<file path="src/rtl/sram_arbiter_pkg.sv">
// Shared types and constants for the two-port SRAM arbiter.
package sram_arbiter_pkg;

    localparam int SRAM_AW = 18;

    localparam logic PORT_A = 1'b0;
    localparam logic PORT_B = 1'b1;

    typedef enum logic [1:0] {
        IDLE   = 2'd0,
        SETUP  = 2'd1,
        ACCESS = 2'd2,
        DONE   = 2'd3
    } state_t;

endpackage

</file>
<file path="src/rtl/sram_rr_grant.sv">
// Two-way round-robin grant: on a tie the port not granted last wins.
module sram_rr_grant
    import sram_arbiter_pkg::*;
(
    input  logic clk,
    input  logic reset,
    input  logic req_a,
    input  logic req_b,
    input  logic advance,
    output logic grant,
    output logic last_grant
);

    // Pick a winner from the current requests and the previous grant.
    always_comb begin
        grant = PORT_A;
        if (req_a && req_b) begin
            grant = (last_grant == PORT_A) ? PORT_B : PORT_A;
        end else if (req_b) begin
            grant = PORT_B;
        end
    end

    // Remember who was granted; reset favours A on the first tie.
    always_ff @(posedge clk) begin
        if (reset) begin
            last_grant <= PORT_B;
        end else if (advance) begin
            last_grant <= grant;
        end
    end

endmodule

</file>
<file path="src/rtl/sram_arbiter.sv">
// Two-port (CPU / loader) arbiter in front of an asynchronous SRAM.
//
// state  | meaning
// -------+--------------------------------------------------------------
// IDLE   | no transfer; arbitrate and latch the winner's request
// SETUP  | chip select + address out (and write data driven) for 1 cycle
// ACCESS | WAIT_CYCLES cycles of OE (read) or WE (write) strobe
// DONE   | strobes released, write data held, ack to granted port
module sram_arbiter
    import sram_arbiter_pkg::*;
#(
    parameter int WAIT_CYCLES = 2
)
(
    input  logic               i_clk,
    input  logic               i_reset,
    input  logic               i_a_cs,
    input  logic               i_a_we,
    input  logic [15:0]        i_a_addr,
    input  logic [7:0]         i_a_dat,
    output logic [7:0]         o_a_dat,
    output logic               o_a_ack,
    input  logic               i_b_cs,
    input  logic               i_b_we,
    input  logic [SRAM_AW-1:0] i_b_addr,
    input  logic [7:0]         i_b_dat,
    output logic [7:0]         o_b_dat,
    output logic               o_b_ack,
    output logic [SRAM_AW-1:0] o_addr,
    output logic [7:0]         o_dat,
    input  logic [7:0]         i_dat,
    output logic               o_dat_oe,
    output logic               sram_cs_n,
    output logic               sram_oe_n,
    output logic               sram_we_n
);

    localparam logic [3:0] WAIT_LOAD = 4'(WAIT_CYCLES - 1);

    state_t             state;
    state_t             state_nxt;
    logic [3:0]         wait_cnt;
    logic               start;
    logic               grant;
    logic               gnt_q;
    logic               we_q;
    logic [SRAM_AW-1:0] addr_q;
    logic [7:0]         wdat_q;
    logic [7:0]         rdat_a_q;
    logic [7:0]         rdat_b_q;
    logic               access_last;

    // The last-grant register doubles as "port owning the current transfer".
    sram_rr_grant u_grant (
        .clk        (i_clk),
        .reset      (i_reset),
        .req_a      (i_a_cs),
        .req_b      (i_b_cs),
        .advance    (start),
        .grant      (grant),
        .last_grant (gnt_q)
    );

    assign access_last = (state == ACCESS) && (wait_cnt == 4'd0);

    // State register.
    always_ff @(posedge i_clk) begin
        if (i_reset) begin
            state <= IDLE;
        end else begin
            state <= state_nxt;
        end
    end

    // Next-state and SRAM strobe / ack decode.
    always_comb begin
        state_nxt = state;
        start     = 1'b0;
        sram_cs_n = 1'b1;
        sram_oe_n = 1'b1;
        sram_we_n = 1'b1;
        o_dat_oe  = 1'b0;
        o_a_ack   = 1'b0;
        o_b_ack   = 1'b0;
        case (state)
            IDLE: begin
                if (i_a_cs || i_b_cs) begin
                    start     = 1'b1;
                    state_nxt = SETUP;
                end
            end
            SETUP: begin
                sram_cs_n = 1'b0;
                o_dat_oe  = we_q;
                sram_oe_n = we_q;
                state_nxt = ACCESS;
            end
            ACCESS: begin
                sram_cs_n = 1'b0;
                o_dat_oe  = we_q;
                sram_oe_n = we_q;
                sram_we_n = ~we_q;
                if (wait_cnt == 4'd0) begin
                    state_nxt = DONE;
                end
            end
            DONE: begin
                o_dat_oe  = we_q;
                o_a_ack   = (gnt_q == PORT_A);
                o_b_ack   = (gnt_q == PORT_B);
                state_nxt = IDLE;
            end
            default: state_nxt = IDLE;
        endcase
    end

    // Access-phase down-counter, loaded in SETUP, terminal count at zero.
    always_ff @(posedge i_clk) begin
        if (i_reset) begin
            wait_cnt <= 4'd0;
        end else if (state == SETUP) begin
            wait_cnt <= WAIT_LOAD;
        end else if (state == ACCESS && wait_cnt != 4'd0) begin
            wait_cnt <= wait_cnt - 4'd1;
        end
    end

    // Latch the winner's request; later requester changes are ignored.
    always_ff @(posedge i_clk) begin
        if (i_reset) begin
            we_q   <= 1'b0;
            addr_q <= '0;
            wdat_q <= '0;
        end else if (start) begin
            if (grant == PORT_A) begin
                we_q   <= i_a_we;
                addr_q <= {2'b00, i_a_addr};
                wdat_q <= i_a_dat;
            end else begin
                we_q   <= i_b_we;
                addr_q <= i_b_addr;
                wdat_q <= i_b_dat;
            end
        end
    end

    // Capture SRAM read data on the final access edge into the owner's register.
    always_ff @(posedge i_clk) begin
        if (i_reset) begin
            rdat_a_q <= '0;
            rdat_b_q <= '0;
        end else if (access_last && !we_q) begin
            if (gnt_q == PORT_A) begin
                rdat_a_q <= i_dat;
            end else begin
                rdat_b_q <= i_dat;
            end
        end
    end

    assign o_addr  = addr_q;
    assign o_dat   = wdat_q;
    assign o_a_dat = rdat_a_q;
    assign o_b_dat = rdat_b_q;

endmodule

</file>
<file path="config.mk">
export PLATFORM = sky130hd
export DESIGN_NAME = sram_arbiter
export DESIGN_NICKNAME = d
export VERILOG_FILES = /design/src/rtl/sram_arbiter_pkg.sv /design/src/rtl/sram_rr_grant.sv /design/src/rtl/sram_arbiter.sv
export SDC_FILE = /design/constraint.sdc
export NUM_CORES = 1
export LEC_CHECK = 0
export BUFFER_PORTS_ARGS = -buffer_cell sky130_fd_sc_hd__buf_2
export CAP_MARGIN = 20
export CORE_AREA = 5 5 77 79
export CTS_CLUSTER_DIAMETER = 80
export DETAILED_ROUTE_END_ITERATION = 12
export DIE_AREA = 0 0 82 84
export HOLD_SLACK_MARGIN = 0.02
export PLACE_DENSITY = 0.79
export SKIP_LAST_GASP = 1
export SYNTH_ARGS = -nofsm -noshare
export SYNTH_HDL_FRONTEND = slang
export SYNTH_HIERARCHICAL = 1
export SYNTH_SLANG_ARGS = --single-unit
</file>
<file path="constraint.sdc">
create_clock -name i_clk -period 2.1 [get_ports i_clk]
set_input_delay 0.21 -clock i_clk [delete_from_list [all_inputs] [get_ports i_clk]]
set_output_delay 0.21 -clock i_clk [all_outputs]
set_load 0.005 [all_outputs]
</file>
Yosys cells after proc, flatten, opt, wreduce, memory -nomap -nowiden

Index checks and enable logic that the tools add are counted.

Input port bits: 64
Register bits after elaboration: 50
Word-level logic and storage cells: 52

Add/sub/neg operators: 1
Mux-type cells: 19
Reductions and logical operators: 16
Equal/unequal tests: 5
Bitwise gates (word level): 2

Operators by type and width:

| kind                                                                   | count |
|---|---|
| 18-bit 2-to-1 mux                                                      | 1 |
| 1-bit 2-to-1 mux                                                       | 14 |
| 8-bit 2-to-1 mux                                                       | 1 |
| 2-bit case mux with 4 select lines                                     | 1 |
| 2-bit AND reduction                                                    | 3 |
| 2-bit equality test (second input constant)                            | 2 |
| 1-bit logical AND                                                      | 4 |
| 4-bit zero test                                                        | 1 |
| 2-bit 2-to-1 mux                                                       | 2 |
| 4-bit nonzero test                                                     | 1 |
| 2-bit OR reduction                                                     | 2 |
| 4-bit by 1-bit subtractor with 4-bit output (second input constant)    | 1 |
| 3-bit OR reduction                                                     | 1 |
| 2-bit by 1-bit equality test with 1-bit output (second input constant) | 1 |
| 2-bit zero test                                                        | 1 |
| 2-bit by 1-bit != test with 1-bit output (second input constant)       | 1 |
| 2-bit != test (second input constant)                                  | 1 |
| 1-bit NOT                                                              | 2 |
| 2-bit nonzero test                                                     | 1 |
| 1-bit zero test                                                        | 1 |
| 1-bit logical OR                                                       | 1 |

Logic depth before layout (Yosys ltp)

Depth in word-level cells: 4
Depth in mapped cells: 7
Depth with buffers taken out: 6

Hierarchy

Netlist, hierarchy kept.

By module, submodules not included:

| module        | seq. area each (µm²) | times used | cells an instance | area an instance (µm²) |
|---|---|---|---|---|
| sram_arbiter  | 980.9                | 1          | 232               | 2267.2 |
| sram_rr_grant | 20.0                 | 1          | 4                 | 42.5 |

Worst setup path before layout

No wires, ideal clock.

Path type: register to register
From: reg wait_cnt[0]
To: reg rdat_b_q[0], in the netlist o_b_dat[0]
Setup slack: 0.314 ns
Clock period less this slack: 1.786 ns
Data arrival time: 1.667 ns
Cell stages (with the launch flop): 8
Cell sequence: dfxtp_1 -> inv_1 -> ha_1 -> or3b_1 -> buf_6 -> or4_4 -> buf_6 -> mux2i_1

Word-level cells in the longest chain between the ends: 4

RTL lines:

| what                                 | RTL line            | text |
|---|---|---|
| start: declaration                   | sram_arbiter.sv:42  | `logic [3:0] wait_cnt;` |
| start signal: assignment             | sram_arbiter.sv:124 | `wait_cnt <= wait_cnt - 4'd1;` |
| 4-bit zero test                      | sram_arbiter.sv:64  | `assign access_last = (state == ACCESS) && (wait_cnt == 4'd0);` |
| 1-bit logical AND                    | sram_arbiter.sv:64  |  |
| 1-bit logical AND                    | sram_arbiter.sv:152 | `end else if (access_last && !we_q) begin` |
| 2-bit AND reduction (no source line) | --                  |  |
| end signal: assignment               | sram_arbiter.sv:156 | `rdat_b_q <= i_dat;` |
| end: declaration                     | sram_arbiter.sv:50  | `logic [7:0] rdat_b_q;` |

No other way between the ends.
A chain may end at the register's enable or synchronous reset.

Worst setup path in the final report

From: reg wait_cnt[0]
To: reg state[1]

Word-level cells in the longest chain between the ends: 3

RTL lines:

| what                                                      | RTL line            | text |
|---|---|---|
| 4-bit zero test                                           | sram_arbiter.sv:103 | `if (wait_cnt == 4'd0) begin` |
| 2-bit by 1-bit != test with 1-bit output (no source line) | --                  |  |
| 2-bit AND reduction (no source line)                      | --                  |  |
| end signal: assignment                                    | sram_arbiter.sv:71  | `state <= state_nxt;` |
| end: declaration                                          | sram_arbiter.sv:40  | `state_t state;` |

No other way between the ends.

==> results by stage <==
Run status:
- The run finished with clean final reports.

Critical path:
- STA classifies the critical path startpoint as a flop.
- The type of the worst setup path is flop to flop.
- Data on the critical path is required at its endpoint by 2340 ps.
- STA classifies the critical path endpoint as a flop.
- At the worst endpoint, the arrival time is 2000 ps.
- The startpoint identified for the worst register-to-register timing path is wait_cnt[0]$_SDFFE_PP0P_.
- Walking the worst path, the cells encountered are inv_1, ha_1, or3b_1, buf_4, a2111oi_0, a31o_2.
- The kind of cell with the highest combined delay along the critical path is compound AO/OA/AOI/OAI gates.
- The delay of the slowest cell on the worst path is 440 ps.
- The largest fanout of any net on the critical path is 8.
- In this run the worst setup path begins at wait_cnt[0]$_SDFFE_PP0P_.
- The critical path buffer and inverter count is 2.
- The slowest library cell on the worst path is a2111oi_0.

Clocking:
- The cell chosen for the clock root is clkbuf_8.
- The number of buffers added for setup after CTS is 0.
- Buffers inserted to repair hold after CTS numbered 0.
- The total of cells resized after clock tree synthesis is 0.
- The H-tree was split into 2 levels.
- The maximum clock path buffer count is 2.
- The clock tree from TritonCTS is built.
- Clock tree synthesis inserted a total of 5 buffers.
- Clock tree synthesis found a total of 50 sinks.
- The clock latency reported for the late side of the worst-skew pair is 290 ps.
- The clock-pin slew on the worst setup and hold paths is 90 ps.

Logic synthesis:
- After synthesis, flip-flops and latches occupy 43.34% of the total area.
- The async set-or-reset flop fraction in the synthesized netlist is 0%.
- The count of distinct cell types in the synthesized netlist is 33.
- When the netlist entered floorplanning its net count stood at 306.
- The synthesized design spends more area on one cell type than any other, namely dfxtp_1.
- By area the synthesized netlist is led by dfxtp_1 43%, mux2i_1 18%, a211oi_1 8.8%, nand2b_1 6.8%, nor2_1 4.2%.
- Among all flip-flop cells after synthesis, the most frequent one is dfxtp_1.
- The post-synth design cell area is 2310 um^2.
- The commonest cells after synthesis are 50 x dfxtp_1, 42 x mux2i_1, 27 x a211oi_1.
- The number of instances in the synthesized netlist is 236.
- The area share of the leading cell type in the synthesized netlist is 43.34%.
- The Yosys step of the flow raised 6 warnings.
- The number of synthesized flops with an enable pin is 0.
- The average footprint of a synthesized cell is 9.787 um^2.
- In the post-synthesis netlist, the cell with the most instances is dfxtp_1.
- Synthesis inferred 50 register bits.

Power:
- The switching share of power is 35.24%.
- The analysis attributes to cell leakage a power of 1.466 nW.
- The worst-case IR drop observed on VDD is 714.8 uV.
- The power density over cell area is 1069 nW/um^2.
- The reported net switching power is 0.001142 W.
- The fraction of power consumed by the clock network is 18.7%.
- The internal power of the cells totals 0.002098 W.
- Combinational logic is responsible for 40.0% of the overall power.
- Summing internal, switching and leakage power gives 0.003240 W.
- Of the total power, registers draw 41.3%.

Floorplan:
- The number of ports placed on the die boundary is 112.
- The x dimension of the die is 82 um.
- The height of the die is 84 um.
- The floorplan has 27 rows.
- The total area inside the core boundary comes to 5270 um^2.
- The effective utilization at floorplan is 43.83%.
- The die covers 6888 um^2.

Global routing:
- The global-route wire length before repair is 8645 um.
- The pin count of the biggest net entering global routing is 61.
- The via count of the first global-routing pass is 1968.
- The number of antenna violations at the first check in global routing was 0.
- The overall fraction of global-route tracks in use is 15.56%.
- Global routing finished with a remaining overflow of 0.

STA:
- The worst pin sits at a relative slew slack of 38.36%.
- The post-route minimum period is 1761 ps.
- For the final routed database, the setup TNS stands at 0 ps.
- The final worst-path setup slack is 339.0 ps.
- Setup violations remaining at the end of the flow were counted as 0.
- The final clock skew is 9.462 ps.
- The number of max-slew violations in the final report is 0.
- The count of endpoints failing hold in the final timing report is 0.
- Setup repair after global routing left no endpoint under its margin.
- The maximum clock frequency is 567.9 MHz.
- For the pin with the worst max-slew slack, the measured transition is 924.7 ps.
- The final critical path takes up 83.86% of the cycle.

Placed design:
- The worst setup slack before clock tree synthesis is 338.6 ps.
- The routability congestion estimate is 0.7732.
- The number of buffers inserted by port buffering is 111.
- Detailed placement finished with a half-perimeter wire length of 4024 um.

Routing:
- The count of routing violations after the opening detailed-route iteration is 59.
- The first detailed-routing pass took 4 iterations.
- The detail-routed via count per cell is 4.867.
- The average detailed-routed wire length per instance is 12.63 um.
- For this block, the via count after detailed routing is 2020.
- After detailed routing, the number of remaining DRC violations is 0.
- Summed over all layers, the routed wires come to 5242 um.
- The post-detailed-route count of antenna-violating nets is 0.

Cells and area:
- The antenna diode count is 0.
- At the end of the flow, the number of nets in the layout was 412.
- Of the cells placed in the final design, the portion with a size suffix greater than 1 is 38.48%.
- Relative to the synthesized area, the layout overhead comes to 31.26%.

Hold path:
- In this run the most critical hold path is launched from i_b_addr[16].
- The min-delay analysis places its worst path in the category primary input to flop.

Flow run:
- The max-capacitance violation count is 0.
## path summary, 6_finish.rpt
| path | to | slack, ps | depth (start not counted) |
|---|---|---|---|
| setup reg to reg | state[1]$_SDFFE_PP0P_ | 340 | 6 |
| hold / removal | o_addr[16]$_SDFFE_PP0P_ | 180 | 3 |
| hold reg to reg | o_addr[16]$_SDFFE_PP0P_ | 470 | 2 |
| setup / recovery | state[1]$_SDFFE_PP0P_ | 340 | 6 |
## worst min-delay path, stage by stage
cell and delay [ps]:
buf_2 90, nand3_1 70, a21oi_1 60
## per-stage QoR
stage	instances	area [um^2]	hold WS, ps	util (%)
global placement	407	2927	440.4	55.53
floorplan	236	2310	304.4	-
finish	415	3032	182.5	57.53
detailed placement	407	2927	466.2	55.53
global route	415	3032	165.7	57.53
CTS	415	3032	175.1	57.53
## power groups by stage
| stage | Clock [W] | Sequential (W) | Combinational (W) |
|---|---|---|---|
| 3_3_place_gp | 0 | 0.00135 | 0.00128 |
| 5_1_grt | 0.000681 | 0.00137 | 0.00146 |
| 2_1_floorplan | 0 | 0.00136 | 0.000846 |
| 3_5_place_dp | 0 | 0.00136 | 0.00131 |
| 4_1_cts | 0.000633 | 0.00134 | 0.00131 |
| 6_report | 0.000607 | 0.00134 | 0.00130 |
## cell families after synthesis
kind of cell | Yosys count | share of synthesized area, %
AND/OR/NAND/NOR | 74 | 17.66
flip-flops | 50 | 43.34
multiplexers | 42 | 18.20
AO/OA/AOI/OAI | 37 | 11.81
buffers and inverters | 26 | 5.363
adder cells (fa/ha/maj) | 6 | 3.250
XOR/XNOR | 1 | 0.3793
## registers in the layout, indices dropped and copies added, names as in the netlist
signal and count:
o_b_dat 8, u_grant/last_grant 1, we_q 1, o_addr 18, o_dat 8, state 2, o_a_dat 8, wait_cnt 4
## routing by layer
| layer | global-route usage (%) | up-vias | part of all wire (%) |
|---|---|---|---|
| met2 | 26.67 | 80 | 47 |
| li1 | - | 1035 | - |
| met4 | 3.625 | 0 | 1.0 |
| met3 | 6.479 | 6 | 10 |
| met5 | 0 | - | 0 |
| met1 | 17.59 | 899 | 42 |
## cell type report
cell class	instances	area [um^2]
inverters	9	33.78
fillers	494	2238
repair buffers	116	605.6
multi-input cells	160	1196
well taps	72	90.09
clock buffers	7	96.34
clock inverters	1	8.758
flip-flops and latches	50	1001
## cell usage in the layout, fill, tap and decap left out, types with 3 or more instances in the layout
cell / synthesis / layout
a211oi_1: 27 / 27
a21oi_1: 3 / 3
buf_2: 3 / 111
buf_4: 0 / 4
clkbuf_8: 0 / 7
dfxtp_1: 50 / 50
ha_1: 6 / 6
inv_1: 8 / 8
mux2i_1: 42 / 42
nand2_1: 4 / 4
nand2b_1: 25 / 25
nand3_1: 3 / 3
nor2_1: 26 / 26
nor2b_1: 3 / 3
nor3_1: 4 / 4
Power figures use the tool's default switching activity.
